**config.mk**
```make
export PLATFORM = sky130hd
export DESIGN_NAME = id_ex_pipe
export DESIGN_NICKNAME = d
export VERILOG_FILES = /design/src/rtl/id_ex_pipe.sv
export SDC_FILE = /design/constraint.sdc
export NUM_CORES = 1
export LEC_CHECK = 0
export BUFFER_PORTS_ARGS = -buffer_cell sky130_fd_sc_hd__buf_4
export CORE_AREA = 2 2 128 130
export DETAILED_ROUTE_END_ITERATION = 10
export DIE_AREA = 0 0 130 132
export GPL_TIMING_DRIVEN = 1
export PLACE_DENSITY = 0.73
export SETUP_SLACK_MARGIN = 0.05
export SLEW_MARGIN = 20
export SYNTH_ARGS = -nofsm -noshare
export SYNTH_HDL_FRONTEND = slang
export SYNTH_SLANG_ARGS = --single-unit
export TNS_END_PERCENT = 5
```
**constraint.sdc**
```tcl
create_clock -name clk -period 2.6 [get_ports clk]
set_input_delay 0.65 -clock clk [delete_from_list [all_inputs] [get_ports clk]]
set_output_delay 0.65 -clock clk [all_outputs]
set_load 0.02 [all_outputs]
```
**src/rtl/id_ex_pipe.sv**
```systemverilog
// -----------------------------------------------------------------------------
// id_ex_pipe
//
// ID/EX pipeline register for the 5-stage RV32I pipeline. It sits directly
// downstream of the instruction decoder. Each cycle it captures the decoder
// controls and the ID-stage operands. It also detects load-use hazards and
// inserts bubbles, and it kills the ID instruction on a branch/jump redirect
// coming from EX.
//
// Update priority at each rising edge (rstn == 1):
//   hold  -> every ex_* field keeps its value (flush and load-use are ignored)
//   flush -> bubble
//   lu    -> bubble; ID is frozen through stall, so the instruction re-enters
//   else  -> all id_* fields are loaded, ex_valid = id_valid
// A bubble drives every ex_* field to zero, including the datapath fields.
//
// Optional build macro: ID_EX_PERF_CNT_EN
//   When it is defined, the module has two free-running wrap-around counters
//   and the ports perf_lu_cnt and perf_flush_cnt. The counters count the
//   edges on which a load-use bubble or a flush bubble was actually applied.
//
// Ports
//   clk, rstn         clock, synchronous active-low reset
//   hold              global freeze; all state held
//   flush             EX redirect; kills the instruction in ID
//   id_*              decoder controls, operands and register addresses
//   ex_*              registered copies of every id_* field
//   stall             combinational; freezes PC and IF/ID
//   perf_*            bubble counters (ID_EX_PERF_CNT_EN only)
// -----------------------------------------------------------------------------
module id_ex_pipe #(
    parameter int XLEN = 32,
    parameter int RA_W = 5
) (
    input  logic            clk,
    input  logic            rstn,
    input  logic            hold,
    input  logic            flush,

    input  logic            id_valid,
    input  logic            id_RegWrite,
    input  logic            id_MemWrite,
    input  logic            id_MemRead,
    input  logic            id_ALUSrc,
    input  logic [4:0]      id_ALUOp,
    input  logic [2:0]      id_NPCOp,
    input  logic [1:0]      id_WDSel,
    input  logic [2:0]      id_DMType,
    input  logic            id_use_rs1,
    input  logic            id_use_rs2,
    input  logic [XLEN-1:0] id_pc,
    input  logic [XLEN-1:0] id_rd1,
    input  logic [XLEN-1:0] id_rd2,
    input  logic [XLEN-1:0] id_imm,
    input  logic [RA_W-1:0] id_rs1,
    input  logic [RA_W-1:0] id_rs2,
    input  logic [RA_W-1:0] id_rd,

    output logic            ex_valid,
    output logic            ex_RegWrite,
    output logic            ex_MemWrite,
    output logic            ex_MemRead,
    output logic            ex_ALUSrc,
    output logic [4:0]      ex_ALUOp,
    output logic [2:0]      ex_NPCOp,
    output logic [1:0]      ex_WDSel,
    output logic [2:0]      ex_DMType,
    output logic            ex_use_rs1,
    output logic            ex_use_rs2,
    output logic [XLEN-1:0] ex_pc,
    output logic [XLEN-1:0] ex_rd1,
    output logic [XLEN-1:0] ex_rd2,
    output logic [XLEN-1:0] ex_imm,
    output logic [RA_W-1:0] ex_rs1,
    output logic [RA_W-1:0] ex_rs2,
    output logic [RA_W-1:0] ex_rd,

    output logic            stall
`ifdef ID_EX_PERF_CNT_EN
    ,
    output logic [31:0]     perf_lu_cnt,
    output logic [31:0]     perf_flush_cnt
`endif
);

    typedef struct packed {
        logic            valid;
        logic            RegWrite;
        logic            MemWrite;
        logic            MemRead;
        logic            ALUSrc;
        logic [4:0]      ALUOp;
        logic [2:0]      NPCOp;
        logic [1:0]      WDSel;
        logic [2:0]      DMType;
        logic            use_rs1;
        logic            use_rs2;
        logic [XLEN-1:0] pc;
        logic [XLEN-1:0] rd1;
        logic [XLEN-1:0] rd2;
        logic [XLEN-1:0] imm;
        logic [RA_W-1:0] rs1;
        logic [RA_W-1:0] rs2;
        logic [RA_W-1:0] rd;
    } stage_t;

    stage_t id_s;
    stage_t stage_d;
    stage_t stage_q;
    logic   lu;
    logic   rs1_hit;
    logic   rs2_hit;

    // Gather the decoder-side fields into one record.
    always_comb begin
        id_s          = '0;
        id_s.valid    = id_valid;
        id_s.RegWrite = id_RegWrite;
        id_s.MemWrite = id_MemWrite;
        id_s.MemRead  = id_MemRead;
        id_s.ALUSrc   = id_ALUSrc;
        id_s.ALUOp    = id_ALUOp;
        id_s.NPCOp    = id_NPCOp;
        id_s.WDSel    = id_WDSel;
        id_s.DMType   = id_DMType;
        id_s.use_rs1  = id_use_rs1;
        id_s.use_rs2  = id_use_rs2;
        id_s.pc       = id_pc;
        id_s.rd1      = id_rd1;
        id_s.rd2      = id_rd2;
        id_s.imm      = id_imm;
        id_s.rs1      = id_rs1;
        id_s.rs2      = id_rs2;
        id_s.rd       = id_rd;
    end

    // Load-use check. A load that writes x0 never stalls. Once the bubble
    // is in EX, ex_MemRead is 0, so a load-use pair costs exactly one
    // bubble.
    assign rs1_hit = id_use_rs1 && (id_rs1 == stage_q.rd);
    assign rs2_hit = id_use_rs2 && (id_rs2 == stage_q.rd);
    assign lu      = stage_q.valid && stage_q.MemRead && (stage_q.rd != '0)
                     && id_valid && (rs1_hit || rs2_hit);

    // A flush kills the ID instruction anyway, so there is no point in
    // freezing it.
    assign stall = lu && !flush;

    always_comb begin
        stage_d = stage_q;
        if (!hold) begin
            if (flush || lu) begin
                stage_d = '0;
            end else begin
                stage_d = id_s;
            end
        end
    end

    always_ff @(posedge clk) begin
        if (!rstn) begin
            stage_q <= '0;
        end else begin
            stage_q <= stage_d;
        end
    end

    assign ex_valid    = stage_q.valid;
    assign ex_RegWrite = stage_q.RegWrite;
    assign ex_MemWrite = stage_q.MemWrite;
    assign ex_MemRead  = stage_q.MemRead;
    assign ex_ALUSrc   = stage_q.ALUSrc;
    assign ex_ALUOp    = stage_q.ALUOp;
    assign ex_NPCOp    = stage_q.NPCOp;
    assign ex_WDSel    = stage_q.WDSel;
    assign ex_DMType   = stage_q.DMType;
    assign ex_use_rs1  = stage_q.use_rs1;
    assign ex_use_rs2  = stage_q.use_rs2;
    assign ex_pc       = stage_q.pc;
    assign ex_rd1      = stage_q.rd1;
    assign ex_rd2      = stage_q.rd2;
    assign ex_imm      = stage_q.imm;
    assign ex_rs1      = stage_q.rs1;
    assign ex_rs2      = stage_q.rs2;
    assign ex_rd       = stage_q.rd;

`ifdef ID_EX_PERF_CNT_EN
    logic [31:0] lu_cnt_q;
    logic [31:0] lu_cnt_d;
    logic [31:0] flush_cnt_q;
    logic [31:0] flush_cnt_d;

    // Each bubble is charged to the cause that won the priority. When flush
    // and load-use coincide, only flush is counted. Both counters wrap
    // naturally.
    always_comb begin
        lu_cnt_d    = lu_cnt_q;
        flush_cnt_d = flush_cnt_q;
        if (!hold) begin
            if (flush) begin
                flush_cnt_d = flush_cnt_q + 32'd1;
            end else if (lu) begin
                lu_cnt_d = lu_cnt_q + 32'd1;
            end
        end
    end

    always_ff @(posedge clk) begin
        if (!rstn) begin
            lu_cnt_q    <= '0;
            flush_cnt_q <= '0;
        end else begin
            lu_cnt_q    <= lu_cnt_d;
            flush_cnt_q <= flush_cnt_d;
        end
    end

    assign perf_lu_cnt    = lu_cnt_q;
    assign perf_flush_cnt = flush_cnt_q;
`endif

endmodule

```
# Word-level counts from Yosys, hierarchy flattened
# Index checks and enable logic that the tools add are counted.
[totals]
register_bits = 163
inputBits = 167
out_inout_bits = 164
wordCells = 32
[classes]
eq_ne = 2
n_mux = 1
n_reduce_logical = 11
[ops]
columns = ["op", "n"]
rows = [
  ["$mux W163", 1],
  ["$eq A5 B5 Y1", 2],
  ["$logic_and A1 B1 Y1", 7],
  ["$reduce_bool A5 Y1", 1],
  ["$logic_or A1 B1 Y1", 2],
  ["$logic_not A1 Y1", 1],
]

# Longest topological paths before layout
# Gate-level depths: netlist (run 1).
[logic_depth]
depth_word = 6
ltp_mapped = 6
ltp_nobuf = 4

# Least setup slack after synthesis (run 1)
# No wires, ideal clock.
[synth_timing]
path_kind = "input to output"
startpoint = "in id_rs1[0]"
endpoint = "out stall"
arrival_time_ns = 1.858
required_ns = 1.950
setup_slack_ns = 0.092
stages = 5
n_path_buf = 1
cell_sequence = "xnor2_1 nand4_1 o22ai_1 clkbuf_1 nor3b_1"
[synth_between]
elab_chain_len = 5
[synth_rtl]
columns = ["element", "line_no", "rtl"]
rows = [
  ["start: declaration", "55", "input logic [RA_W-1:0] id_rs1,"],
  ["$eq A5 B5 Y1", "140", "assign rs1_hit = id_use_rs1 && (id_rs1 == stage_q.rd);"],
  ["$logic_and A1 B1 Y1", "140", ""],
  ["$logic_or A1 B1 Y1", "143", "&& id_valid && (rs1_hit || rs2_hit);"],
  ["$logic_and A1 B1 Y1", "143", ""],
  ["$logic_and A1 B1 Y1", "147", "assign stall = lu && !flush;"],
  ["end: declaration", "78", "output logic stall"],
]
# No other way between the ends.

# Worst setup path in the final report (run 1)
[layout_timing]
startpoint = "reg stage_q, in the netlist ex_rd[3]"
endpoint = "out stall"
[layout_between]
elab_chain_len = 5
word_cells_on_any_way = 10
cone_classes = "2 x eq/ne; 8 x reduce/logical"
[layout_rtl]
columns = ["element", "line_no", "rtl"]
rows = [
  ["start: declaration", "109", "stage_t stage_q;"],
  ["start signal: assignment", "164", "stage_q <= stage_d;"],
  ["$eq A5 B5 Y1 (tied with other cells)", "140", ""],
  ["$logic_and A1 B1 Y1 (on tied branches)", "140, 141, 142", ""],
  ["$logic_or A1 B1 Y1 / $logic_and A1 B1 Y1 (equally long branches)", "143", ""],
  ["$logic_and A1 B1 Y1 *", "143", ""],
  ["$logic_and A1 B1 Y1 *", "147", ""],
]
# Mark *: on every way between the ends. The rest lies on a longest branch, timed or not.

==> flow_summary.json, run 1 <==
{
  "clk_latency_ps": 410,
  "htree_levels": 4,
  "status": "completed",
  "hpwlAfterDp_microns": 14560,
  "first_pass_iters": 5,
  "syn_inst": 763,
  "layout_commonest_cell": "buf_4",
  "cp_slowest_cell": "dfxtp_2",
  "cap_viol_max_count": 0,
  "hold_violations": 0,
  "syn_area_sq_um": 6770,
  "antenna_cells": 0,
  "grt_max_degree": 164,
  "cts_buffers": 17,
  "seq_area_frac_synth_pct": 48.20,
  "place_ws_ps": 147.1,
  "drt_iter0_drc": 485,
  "max_freq_mhz": 409.7,
  "die_w_microns": 130,
  "cpPeakStageDelay_ps": 360,
  "endpoint_kind": "output pin",
  "cp-start-kind": "flop",
  "rsz0062_at_grt": "false",
  "setup_viol": 0,
  "min_period_over_period_pct": 93.87,
  "required_ps": 1950,
  "synthToLayoutAreaGrowth_pct": 47.16,
  "wire_per_inst_microns": 17.32,
  "p_per_area_nw_per_um2": 664.6,
  "grt_first_pass_wirelength_microns": 33430,
  "die_h_microns": 132,
  "ant_nets": 0,
  "drive_above_1_share_pct": 36.76,
  "fp.coreArea_sq_um": 15710,
  "clk_pin_slew_ps": 60,
  "fp-row-count": 46,
  "vias": 6962,
  "post_cts_buffers": 0,
  "cts_tree": "built",
  "worst_slew_pin_slew_ps": 819.9,
  "grt_pass1_vias": 6317,
  "root_buffer": "clkbuf_16",
  "ys_types": 17,
  "layout.nets": 1206,
  "vdd_drop_max_uv": 425.9,
  "mostFrequentLayoutCells": "336 x buf_4, 165 x nand2_1, 163 x a32oi_1",
  "power_uw": 6622,
  "skew_ps": 7.004,
  "power.leakage_uw": 0.004067,
  "ys_warn_count": 0,
  "cp_max_fo": 5,
  "wl_microns": 21920,
  "slew_headroom_pct": 45.34,
  "post-route-util_pct": 63.41,
  "criticalPathCategory": "reg2out",
  "finalNonFillerCells": 1266,
  "critPathArrivalTime_ps": 1790,
  "maxSlewViolCount": 0,
  "drc": 0,
  "avgViaCountPerCell": 5.499,
  "synth-seq-cells": 163,
  "grt-ovfl-total": 0,
  "design.portCount": 331,
  "io_buffers": 330,
  "hold_path.class": "reg2reg",
  "path_cells": "xnor2_1 > nand4_1 > o22ai_4 > nor3b_2 > buf_4",
  "initial_utilization_pct": 43.09,
  "grt_usage_pct": 24.09,
  "synth.avg_cell_area_sq_um": 8.873,
  "antenna_found_initial": 0,
  "setup-tns-final_ps": 0,
  "period_minus_slack_ps": 2441,
  "cts_num_sinks": 163,
  "fin_ws_ps": 159.4,
  "syn_nets": 930,
  "place.gp.congestion": 0.8139,
  "die_area_sq_um": 17160,
  "clockBufferDepth": 2,
  "dp.cells": 1236
}
[cell usage after synthesis]
library cell	number	share of area [%]
a32oi_1	163	21
and2_1	1	0.092
and3_1	1	0.092
buf_1	5	0.28
buf_2	17	1.3
buf_6	18	3.0
clkbuf_1	50	2.8
dfxtp_1	163	48
nand2_1	165	9.1
nand4_1	2	0.18
nor3b_1	2	0.22
o21ai_0	8	0.59
o21ai_1	155	11
o21ai_2	1	0.13
o22ai_1	1	0.092
or4_1	1	0.11
xnor2_1	10	1.3
[per-layer routing]
metal  up-vias  GRT usage, %  wire length, microns
li1       3441             -                     -
met1      3171         29.45                  8573
met5         -             0                     0
met3        30         8.929                  2310
met2       320         38.80                 10530
met4         0         8.483                   507
[registers in the layout, summed over array words and instances, names as in the netlist, 2 cells and up]
name / flops
ex_rd2: 32
ex_DMType: 3
ex_rd1: 32
ex_pc: 32
ex_rs1: 5
ex_rd: 5
ex_ALUOp: 5
ex_WDSel: 2
ex_NPCOp: 3
ex_imm: 32
ex_rs2: 5
[cell families (layout without fill, tap and decap cells)]
kind of cell              Yosys count  in the layout  synth area share, %
AOI/OAI and AO/OA                 328            328                33.36
and+or+nand+nor                   172            172                9.850
DFF                               163            163                48.20
buffers and inverters              90            377                7.300
xor gates and xnor gates           10             10                1.294
[metrics by stage]
| step | hold slack [ps] | instance area [sq um] |
|---|---|---|
| 2_1_floorplan | 585.0 | 6770 |
| 3_3_place_gp | 450.0 | 9318 |
| 3_5_place_dp | 458.7 | 9318 |
| 4_1_cts | 460.8 | 9945 |
| 5_1_grt | 464.7 | 9963 |
| 6_report | 473.0 | 9963 |
[worst max-delay path: cells and delay by family, from the launching register on]
| kind | cells | cell delay (ps) |
|---|---|---|
| AOI/OAI and AO/OA | 1 | 270 |
| xor gates and xnor gates | 1 | 200 |
| and+or+nand+nor | 2 | 380 |
| buffers and inverters | 1 | 180 |
| DFF | 1 | 360 |
[cell type report]
class | count | area, sq um
fill | 1368 | 5749
timing repair buffer | 347 | 2743
tap | 216 | 270.3
clock buffer | 22 | 474.2
clock inverter | 8 | 150.1
sequential | 163 | 3272
multi-input combinational | 510 | 3054
[path summary, 6_finish.rpt]
path / from / to / slack, ps / depth (start not counted)
worst max-delay path: ex_rd[3] / stall / 160 / 5
worst min-delay path: ex_rd2[17] / ex_rd2[17] / 470 / 2
worst max register to register: ex_rd[0] / ex_imm[11] / 400 / 6
worst min register to register: ex_rd2[17] / ex_rd2[17] / 470 / 2
[where the power goes]
group          total (uW)  switching (uW)  internal [uW]
Sequential           2800             113           2690
Combinational        1160             619            542
Clock                2660             982           1680
Total                6620            1710           4910
[timing repair]
action | CTS | global route
setup endpoints to repair | 1 | 1
resized for setup | 2 | 6
gates cloned | 0 | 0
hold buffers | 0 | 0
pin swaps | 0 | 1
(Power assumes the default switching activity.)
==> run 2: changes to the inputs <==
ABC_AREA = 1   (was not set)
CORE_AREA = not set   (was 2 2 128 130)
CORE_MARGIN = 2   (was not set)
CORE_UTILIZATION = 50   (was not set)
DIE_AREA = not set   (was 0 0 130 132)
PLACE_DENSITY = 0.79   (was 0.73)
SLEW_MARGIN = not set   (was 20)
==> run 2 against run 1 <==
First-iteration DRC count shrank 19%; sequential share of layout area fell by 5.5 points; worst hold slack got worse by 13 ps; global-route usage rose by 0.99 points; register-to-register slack gained 400 ps; power fell by 1.9%; final cell count is 30% higher; sequential power fell by 5%; clock skew grew 3.9 ps; largest cell class is now multi-input gates.
==> flow_summary.json, run 2 <==
{
  "vdd_drop_max_uv": 439.1,
  "timing.rr.end": "ex_rs2[4]",
  "design.portCount": 331,
  "drc": 0,
  "syn_nets": 1285,
  "synthToLayoutAreaGrowth_pct": 33.37,
  "clockBufferDepth": 2,
  "place.gp.congestion": 0.8104,
  "whs_path_depth": 2,
  "cap_viol_max_count": 0,
  "hold_path.class": "reg2reg",
  "synth-main-ff-cell": "dfxtp_1",
  "drt_iter0_drc": 394,
  "cp_max_fo": 5,
  "synth_top_cell_area_share_pct": 36.37,
  "die_area_sq_um": 19030,
  "worst_slew_pin_slew_ps": 613.3,
  "synth-seq-cells": 163,
  "max_freq_mhz": 419.2,
  "synth.avg_cell_area_sq_um": 8.024,
  "antenna_found_initial": 0,
  "clk_latency_ps": 420,
  "synth.area.top_cells": "dfxtp_1 36%, nand3_2 18%, a21oi_2 13%, nand2_1 8.0%, nor2_1 7.1%",
  "hpwlAfterDp_microns": 17180,
  "grt_max_degree": 92,
  "layout.nets": 1569,
  "period_minus_slack_ps": 2385,
  "hold_end": "ex_pc[26]",
  "syn_inst": 1118,
  "htree_levels": 4,
  "min_period_over_period_pct": 91.74,
  "yosysTopAreaCell": "dfxtp_1",
  "criticalPathCategory": "reg2out",
  "fillerInstances": 1457,
  "avgViaCountPerCell": 4.903,
  "async_reset_ff_share_pct": 0,
  "maxSlewViolCount": 0,
  "layout_commonest_cell": "buf_4",
  "wl_microns": 24430,
  "cts_buffers": 17,
  "antenna_cells": 0,
  "min_from": "ex_pc[26]",
  "grt_first_pass_wirelength_microns": 37580,
  "first_pass_iters": 5,
  "rsz0062_at_grt": "false",
  "fp-row-count": 48,
  "fp.coreArea_sq_um": 17420,
  "cts_num_sinks": 163,
  "post_cts_buffers": 0,
  "cts_tree": "built",
  "clk_pin_slew_ps": 70,
  "skew_ps": 10.90,
  "io_buffers": 330,
  "drive_above_1_share_pct": 48.69,
  "slew_headroom_pct": 59.11,
  "ant_nets": 0,
  "setup_viol": 0,
  "r2r_setup_slack_ps": 800,
  "vias": 8041,
  "grt-ovfl-total": 0,
  "post-route-util_pct": 68.70,
  "required_ps": 1950,
  "endpoint_kind": "output pin",
  "grt_pass1_vias": 7553,
  "die_w_microns": 138.0,
  "mostFrequentLayoutCells": "343 x buf_4, 191 x nand2_1, 170 x nor2_1",
  "grt_usage_pct": 25.09,
  "root_buffer": "clkbuf_16",
  "ys_types": 18,
  "synth_common_cells": "191 x nand2_1, 170 x nor2_1, 164 x inv_1, 163 x dfxtp_1, 161 x nand3_2",
  "syn_area_sq_um": 8971,
  "synth_edf_count": 0,
  "cp-start-kind": "flop",
  "p_per_area_nw_per_um2": 543.0,
  "setup-tns-final_ps": 0,
  "die_h_microns": 138.0,
  "hold_violations": 0,
  "yosysMostFrequentCell": "nand2_1",
  "seq_area_frac_synth_pct": 36.37,
  "ys_warn_count": 0,
  "status": "completed",
  "reg2reg_from": "ex_rd[1]",
  "rr_worst_depth": 9,
  "wire_per_inst_microns": 14.90,
  "initial_utilization_pct": 51.51,
  "critPathArrivalTime_ps": 1740,
  "power.leakage_uw": 0.005467
}
[run 2: timing repair]
item                       4_1_cts  5_1_grt
setup endpoints to repair        0        1
hold buffers                     0        0
gates resized for setup          0        4
[run 2: where the power goes]
group | switching, uW | internal, uW | leakage (uW) | total (uW)
combinational | 601 | 480 | 0.00382 | 1080
sequential | 56.1 | 2590 | 0.00133 | 2650
clock | 1070 | 1700 | 0.000313 | 2770
total | 1720 | 4770 | 0.00547 | 6500
[run 2: worst max path at each step]
stage	startpoint	endpoint	slack (ps)	depth (start not counted)
CTS	ex_rd[0]	stall	100	9
global route	ex_rd[1]	stall	60	9
finish	ex_rd[0]	stall	210	9
detailed placement	id_rs2[0]	stall	340	9
floorplan	id_rs1[3]	stall	350	10
global placement	id_rs1[3]	stall	330	10
[run 2: final cells by class]
| cell class | instances | area (sq um) | share of cell area, % |
|---|---|---|---|
| flip-flops and latches | 163 | 3268 | 27.31 |
| repair buffers | 353 | 2770 | 23.15 |
| clock buffers | 22 | 474.2 | 3.963 |
| inverters | 171 | 656.9 | 5.490 |
| multi-input cells | 696 | 4344 | 36.31 |
| well taps | 225 | 281.5 | 2.353 |
| clock inverters | 10 | 170.2 | 1.422 |
[run 2: logic make-up after synthesis]
group / synth area share [%]
AO/OA/AOI/OAI: 14.49
buffers and inverters: 15.30
AND/OR/NAND/NOR: 33.84
flip-flops: 36.37
[run 2: critical path: stages (launching register included)]
cell and delay (ps):
dfxtp_2 400, inv_2 70, nand2_1 60, nand2_1 60, nor2_2 120, nand3_2 90
nand2_2 120, nand2_8 80, nor2_2 140, buf_4 170
[run 2: per-stage QoR]
stage	area, sq um	setup WS [ps]	power (uW)	std cells	hold WS [ps]
2_1_floorplan	8971	353.7	3330	1118	534.5
3_3_place_gp	11320	333.1	3775	1608	445.8
3_5_place_dp	11320	336.1	3786	1608	451.8
4_1_cts	11960	96.78	6536	1640	460.6
5_1_grt	11970	62.68	6737	1640	478.0
6_report	11970	214.7	6497	1640	459.5
[run 2: routing by layer]
metal | routed length, microns | vias to the layer above | GRT usage [%]
li1 | - | 4026 | -
met3 | 1988 | 50 | 8.114
met2 | 11880 | 260 | 42.82
met1 | 9699 | 3705 | 28.78
met4 | 868 | 0 | 10.77
met5 | 0 | - | 0
